===== config.mk =====
export PLATFORM = sky130hd
export DESIGN_NAME = sd_card_read_ctrl
export DESIGN_NICKNAME = d
export VERILOG_FILES = /design/src/rtl/sd_card_read_ctrl.sv
export SDC_FILE = /design/constraint.sdc
export NUM_CORES = 1
export LEC_CHECK = 0
export BUFFER_PORTS_ARGS = -buffer_cell sky130_fd_sc_hd__clkbuf_2
export CAP_MARGIN = 20
export CORE_AREA = 2 2 121 123
export DETAILED_ROUTE_END_ITERATION = 7
export DIE_AREA = 0 0 123 125
export PLACE_DENSITY = 0.54
export SLEW_MARGIN = 25
export SYNTH_ARGS = -nofsm -noshare
export SYNTH_HDL_FRONTEND = slang
export SYNTH_SLANG_ARGS = --single-unit

===== constraint.sdc =====
create_clock -name i_clk -period 3.4 [get_ports i_clk]
set_input_delay 0.68 -clock i_clk [delete_from_list [all_inputs] [get_ports i_clk]]
set_output_delay 0.68 -clock i_clk [all_outputs]
set_load 0.005 [all_outputs]

===== src/rtl/sd_card_read_ctrl.sv =====
// -----------------------------------------------------------------------------
// sd_card_read_ctrl
//
// Single-block (512-byte) read controller for an SPI-mode SD card. A start
// request latches the sector address and asks the companion command engine
// (sd_card_cmd) to issue CMD17. Once R1 comes back clean, the controller hunts
// for the 0xFE start token in the MISO shift window at every bit position. It
// then deserialises 512 bytes onto a byte-wide write port, drops the 16-bit
// CRC and reports completion.
//
// Ports
//   i_clk              system clock, also the SD bit clock (one MISO bit/cycle)
//   i_rst_n            synchronous active-low reset
//   i_start_read       single-cycle read request, honoured only when idle
//   i_addr             sector address, sent unchanged as the CMD17 argument
//   i_accept_register  MISO shift window, newest bit in [0]
//   o_status           0x01 busy, 0x02 done, 0x04 bad R1, 0x08 token timeout
//   o_data/o_addr      byte to write and its index 0..511
//   o_wr_nrd           one-cycle write strobe per byte
//   o_read_done        one-cycle pulse at the end of every transfer
//   o_send_cmd         command request to sd_card_cmd
//   o_cmd_select       command code (CMD17_SEL while requesting)
//   o_cmd_arg          command argument
//   i_confirm_pin      command sent and R1 captured
//   i_response_status  R1 byte, valid with i_confirm_pin
// -----------------------------------------------------------------------------
module sd_card_read_ctrl (
  input  logic        i_clk,
  input  logic        i_rst_n,
  input  logic        i_start_read,
  input  logic [31:0] i_addr,
  input  logic [7:0]  i_accept_register,
  output logic [7:0]  o_status,
  output logic [7:0]  o_data,
  output logic [31:0] o_addr,
  output logic        o_wr_nrd,
  output logic        o_read_done,
  output logic        o_send_cmd,
  output logic [2:0]  o_cmd_select,
  output logic [31:0] o_cmd_arg,
  input  logic        i_confirm_pin,
  input  logic [7:0]  i_response_status
);

  localparam logic [2:0]  CMD17_SEL     = 3'd4;
  localparam logic [16:0] TOKEN_TIMEOUT = 17'd100000;

  localparam logic [7:0]  START_TOKEN   = 8'hFE;

  localparam logic [7:0]  STATUS_BUSY    = 8'h01;
  localparam logic [7:0]  STATUS_DONE    = 8'h02;
  localparam logic [7:0]  STATUS_R1_ERR  = 8'h04;
  localparam logic [7:0]  STATUS_TIMEOUT = 8'h08;

  localparam logic [2:0] ST_IDLE       = 3'd0;
  localparam logic [2:0] ST_SEND_CMD   = 3'd1;
  localparam logic [2:0] ST_WAIT_TOKEN = 3'd2;
  localparam logic [2:0] ST_READ_DATA  = 3'd3;
  localparam logic [2:0] ST_SKIP_CRC   = 3'd4;
  localparam logic [2:0] ST_DONE       = 3'd5;
  localparam logic [2:0] ST_ERROR      = 3'd6;

  logic [2:0]  state;
  logic [3:0]  bit_cnt;      // bits within a data byte (0..7) or CRC (0..15)
  logic [8:0]  byte_idx;     // next byte to write, 0..511
  logic [16:0] timeout_cnt;  // cycles spent hunting for the start token

  always_ff @(posedge i_clk) begin
    // NOTE: non-blocking assignments throughout, so every register sees the
    // pre-edge values; the strobes default low and are raised only on the
    // cycle they are needed, which keeps them exactly one cycle wide.
    o_wr_nrd    <= 1'b0;
    o_read_done <= 1'b0;

    if (!i_rst_n) begin
      state        <= ST_IDLE;
      bit_cnt      <= 4'd0;
      byte_idx     <= 9'd0;
      timeout_cnt  <= 17'd0;
      o_status     <= 8'h00;
      o_data       <= 8'h00;
      o_addr       <= 32'd0;
      o_send_cmd   <= 1'b0;
      o_cmd_select <= 3'd0;
      o_cmd_arg    <= 32'd0;
    end else begin
      case (state)
        ST_IDLE: begin
          // o_cmd_arg doubles as the latched sector address.
          if (i_start_read) begin
            o_cmd_arg    <= i_addr;
            o_cmd_select <= CMD17_SEL;
            o_send_cmd   <= 1'b1;
            o_status     <= STATUS_BUSY;
            state        <= ST_SEND_CMD;
          end
        end

        ST_SEND_CMD: begin
          // The MISO window is not inspected here, so a token-looking
          // pattern before R1 arrives cannot start a transfer.
          if (i_confirm_pin) begin
            o_send_cmd <= 1'b0;
            if (i_response_status == 8'h00) begin
              timeout_cnt <= 17'd0;
              state       <= ST_WAIT_TOKEN;
            end else begin
              o_status <= STATUS_R1_ERR;
              state    <= ST_ERROR;
            end
          end
        end

        ST_WAIT_TOKEN: begin
          // Full-window compare every cycle finds the token at any bit offset.
          if (i_accept_register == START_TOKEN) begin
            bit_cnt  <= 4'd0;
            byte_idx <= 9'd0;
            state    <= ST_READ_DATA;
          end else if (timeout_cnt == TOKEN_TIMEOUT - 17'd1) begin
            o_status <= STATUS_TIMEOUT;
            state    <= ST_ERROR;
          end else begin
            timeout_cnt <= timeout_cnt + 17'd1;
          end
        end

        ST_READ_DATA: begin
          // On the 8th bit after the token (or after the previous byte) the
          // whole window is fresh data.
          if (bit_cnt == 4'd7) begin
            bit_cnt  <= 4'd0;
            o_data   <= i_accept_register;
            o_addr   <= {23'd0, byte_idx};
            o_wr_nrd <= 1'b1;
            if (byte_idx == 9'd511) begin
              state <= ST_SKIP_CRC;
            end else begin
              byte_idx <= byte_idx + 9'd1;
            end
          end else begin
            bit_cnt <= bit_cnt + 4'd1;
          end
        end

        ST_SKIP_CRC: begin
          if (bit_cnt == 4'd15) begin
            bit_cnt <= 4'd0;
            state   <= ST_DONE;
          end else begin
            bit_cnt <= bit_cnt + 4'd1;
          end
        end

        ST_DONE: begin
          o_status    <= STATUS_DONE;
          o_read_done <= 1'b1;
          state       <= ST_IDLE;
        end

        ST_ERROR: begin
          // Error code was loaded on entry; it stays visible in IDLE.
          o_read_done <= 1'b1;
          state       <= ST_IDLE;
        end

        default: state <= ST_IDLE;
      endcase
    end
  end

endmodule


==> flow_summary_export.csv <==
group,metric,value,unit
logic_synthesis,synth_edf_count,0,
critical_path,cp-startpoint,"byte_idx[2]",
timing,fin_skew,0.005672,ns
logic_synthesis,synth_sequential_area_ratio,43.62,%
cells_and_area,design.final.nets,659,
global_routing,leftover_overflow_at_the_end_of_global_routing,0,
timing,timing.final.ws_setup,0.7622,ns
logic_synthesis,synth_ff_type,"sky130_fd_sc_hd__dfxtp_1",
drt,route.antenna.remaining_nets,0,
cts,worstSkewPairLatency,0.34,ns
cts,cts_max_level,3,
logic_synthesis,synth_area,4130,µm²
drt,route.final.wire_length,10640,µm
critical_path,critical_path.endpoint_type,"flop",
drt,remaining_drc_errors,0,
timing,worstMarginPinSlew,0.7779,ns
power,power-per-cell-area,617.2,nW/µm²
cts,tritoncts_num_sinks,90,
cts,cts.path.max_buffers,2,
logic_synthesis,ys_ff_latch,90,
critical_path,worst-endpoint-arrival,2.87,ns
floorplanning,die_area,15380,µm²
worst_hold_path,worstHoldPathType,"reg -> reg",
power,peakVddDrop,0.2121,mV
timing,slew_violations,0,
logic_synthesis,yosysWarnings,0,
timing,clock.fmax,0.3791,GHz
drt,drtIter0Drc,257,
drt,route.vias.total,3852,
critical_path,critical_path.max_fanout,6,
global_routing,grt_util_all_layers,14.01,%
cells_and_area,nFillCells,1477,
drt,post_drt_via_cell_ratio,4.864,
cells_and_area,final_antenna_diode_count,0,
cts,post_cts.resized_instances,0,
status,outcome,"complete, no violations",
critical_path,worstSetupEndpoint,"timeout_cnt[4]",
cts,cts-buffers-inserted,9,
power,cellLeakagePower,0.001986,µW
placement,pre_cts_ws,0.7899,ns
critical_path,crit_type,"reg -> reg",
timing,final.setup.tns,0,ns
timing,rsz_0062_raised_after_global_routing,"false",
critical_path,r2r-end,"timeout_cnt[4]",
timing,slew_headroom,48.14,%
drt,detail_route.first_pass.iterations,4,
floorplanning,die_width,123,µm
floorplanning,top_level_ports,138,
global_routing,grt_pass1_vias,3553,
timing,fin_crit_sh,77.58,%
logic_synthesis,ys_async_sr_fraction,0,%
critical_path,critical_path.reg2reg.startpoint,"byte_idx[2]",
placement,port_buffers,108,
drt,post_drt_wl_per_cell,13.44,µm
floorplanning,core_area,14200,µm²
global_routing,antenna_found_initial,0,
floorplanning,row_count,44,
cts,postCtsHoldBufs,0,
cts,clk_transition_reported_paths,0.07,ns
critical_path,reg2reg_slack,0.76,ns
cts,cts_tree,"built",
placement,globalplace.congestion,0.8252,
logic_synthesis,syn_inst,511,
timing,fin_crit,2.638,ns
timing,report.final.hold_viol_count,0,
logic_synthesis,post_synth.cell_area_avg,8.083,µm²
cts,post_cts.repair.setup_buffers,0,
critical_path,critical_path.startpoint_type,"flop",
global_routing,grt_first_pass_wirelength,17230,µm
job,maxCapViolations,0,
placement,detailedPlacementHpwl,7480,µm
cells_and_area,area_growth_syn_to_layout,20.87,%
global_routing,grt_start_max_net_pins,71,
critical_path,reg2reg_depth,9,
timing,setup-violations-final,0,
logic_synthesis,number_of_library_cell_types_mapped_by_synthesis,62,
cts,cts.root.buffer_cell,"sky130_fd_sc_hd__clkbuf_16",
floorplanning,initial_utilization,29.08,%
floorplanning,die_height,125,µm
cells_and_area,post_route_cells_drive_above_1_share,23.19,%
timing,final.hold.worst_slack,0.4523,ns
critical_path,worst-endpoint-required,3.63,ns
[cells by family (layout without fill, tap and decap cells)]
logic type	Yosys count	count (layout)	synth area share, %
AOI/OAI and AO/OA	126	126	18.90
muxes	3	3	0.7271
DFF	90	90	43.62
xor gates and xnor gates	7	7	1.484
buffers and inverters	61	130	8.664
and+or+nand+nor	219	219	25.30
other	1	29	0.09079
adders and majority gates	4	4	1.212
[layout make-up]
class                   count  area [µm²]  area share, %
clock inverters             7       68.82          1.378
well taps                 184       230.2          4.612
clock buffers               9       225.2          4.511
repair buffers            113       578.1          11.58
inverters                   1       3.754        0.07519
multi-input cells         388        2085          41.75
flip-flops and latches     90        1802          36.09
[worst min path at each step]
stage / from / endpoint / slack, ns / cells after the start
after floorplan: timeout_cnt[16] / timeout_cnt[16] / 0.43 / 1
after global placement: o_cmd_arg[31] / o_cmd_arg[31] / 0.44 / 2
after detailed placement: o_addr[8] / o_addr[8] / 0.45 / 2
after CTS: o_addr[8] / o_addr[8] / 0.46 / 2
after global routing: o_cmd_arg[29] / o_cmd_arg[29] / 0.48 / 2
final: o_data[1] / o_data[1] / 0.45 / 2
[through the flow]
step           utilization, %  cell area, µm²  cells  total power, µW
3_3_place_gp            33.08            4698    776             2093
2_1_floorplan               -            4235    539             1863
3_5_place_dp            33.08            4698    776             2109
5_1_grt                 35.15            4992    792             3280
4_1_cts                 35.15            4992    792             3116
6_report                35.15            4992    792             3081
[per-layer routing]
metal	share of wire (%)	GRT usage, %	routed length (µm)
met5	0	0	0
met4	1.6	5.414	173
met3	7.1	4.243	754
met2	46	21.94	4921
met1	45	18.01	4795
[sequential cells by signal, indices dropped and copies added (netlist names), 3 cells and up]
register	flops
o_status	4
state	3
o_addr	9
o_cmd_arg	32
o_data	8
bit_cnt	4
timeout_cnt	17
byte_idx	9
[cells in the mapped netlist, drive strengths merged (6+ instances only)]
master / n / area, µm²
a21oi: 70 / 350.3
buf: 39 / 275.3
clkbuf: 21 / 78.83
dfxtp: 90 / 1802
nand2: 120 / 450.4
nand2b: 6 / 37.54
nand3: 16 / 80.08
nand4: 7 / 43.79
nor2: 26 / 102.6
nor3: 6 / 35.03
o21ai: 16 / 80.08
or3: 6 / 37.54
xor2: 7 / 61.31
[where the power goes]
group / internal (µW) / switching (µW) / total (µW) / leakage (µW)
Clock: 568 / 424 / 992 / 0.000142
Combinational: 295 / 488 / 783 / 0.00111
Sequential: 1170 / 132 / 1310 / 0.000731
Total: 2040 / 1040 / 3080 / 0.00199
[critical path: stages (launching register included)]
cell and delay (ns):
sky130_fd_sc_hd__dfxtp_1 0.40, sky130_fd_sc_hd__and3_1 0.22, sky130_fd_sc_hd__and3_1 0.18, sky130_fd_sc_hd__and3_1 0.16, sky130_fd_sc_hd__ha_1 0.17, sky130_fd_sc_hd__mux2i_1 0.13
sky130_fd_sc_hd__a211o_1 0.34, sky130_fd_sc_hd__or3_1 0.43, sky130_fd_sc_hd__or2_1 0.29, sky130_fd_sc_hd__o221a_1 0.21
[placed cells by master (no fill, tap or decap), types with 3 or more instances in the layout]
master,Yosys,routed
sky130_fd_sc_hd__or3_1,6,6
sky130_fd_sc_hd__dfxtp_1,90,90
sky130_fd_sc_hd__xor2_1,7,7
sky130_fd_sc_hd__o211ai_1,3,3
sky130_fd_sc_hd__o2111ai_1,5,5
sky130_fd_sc_hd__a311oi_1,5,5
sky130_fd_sc_hd__o31ai_1,4,4
sky130_fd_sc_hd__clkbuf_2,0,108
sky130_fd_sc_hd__nor3_1,5,5
sky130_fd_sc_hd__nand2_1,120,120
sky130_fd_sc_hd__mux2i_1,3,3
sky130_fd_sc_hd__o21ai_0,14,14
sky130_fd_sc_hd__ha_1,4,4
sky130_fd_sc_hd__nand4b_1,3,3
sky130_fd_sc_hd__nor2_1,24,24
sky130_fd_sc_hd__nand3_1,16,16
sky130_fd_sc_hd__a21oi_1,70,70
sky130_fd_sc_hd__nand2b_1,6,6
sky130_fd_sc_hd__clkinv_2,0,3
sky130_fd_sc_hd__nor4_1,4,4
sky130_fd_sc_hd__buf_4,32,5
sky130_fd_sc_hd__nand4_1,7,7
sky130_fd_sc_hd__and3_1,4,4
sky130_fd_sc_hd__conb_1,1,29
sky130_fd_sc_hd__clkbuf_16,0,9
sky130_fd_sc_hd__and4_1,3,3
No activity file was read; power rests on OpenSTA's default activity.
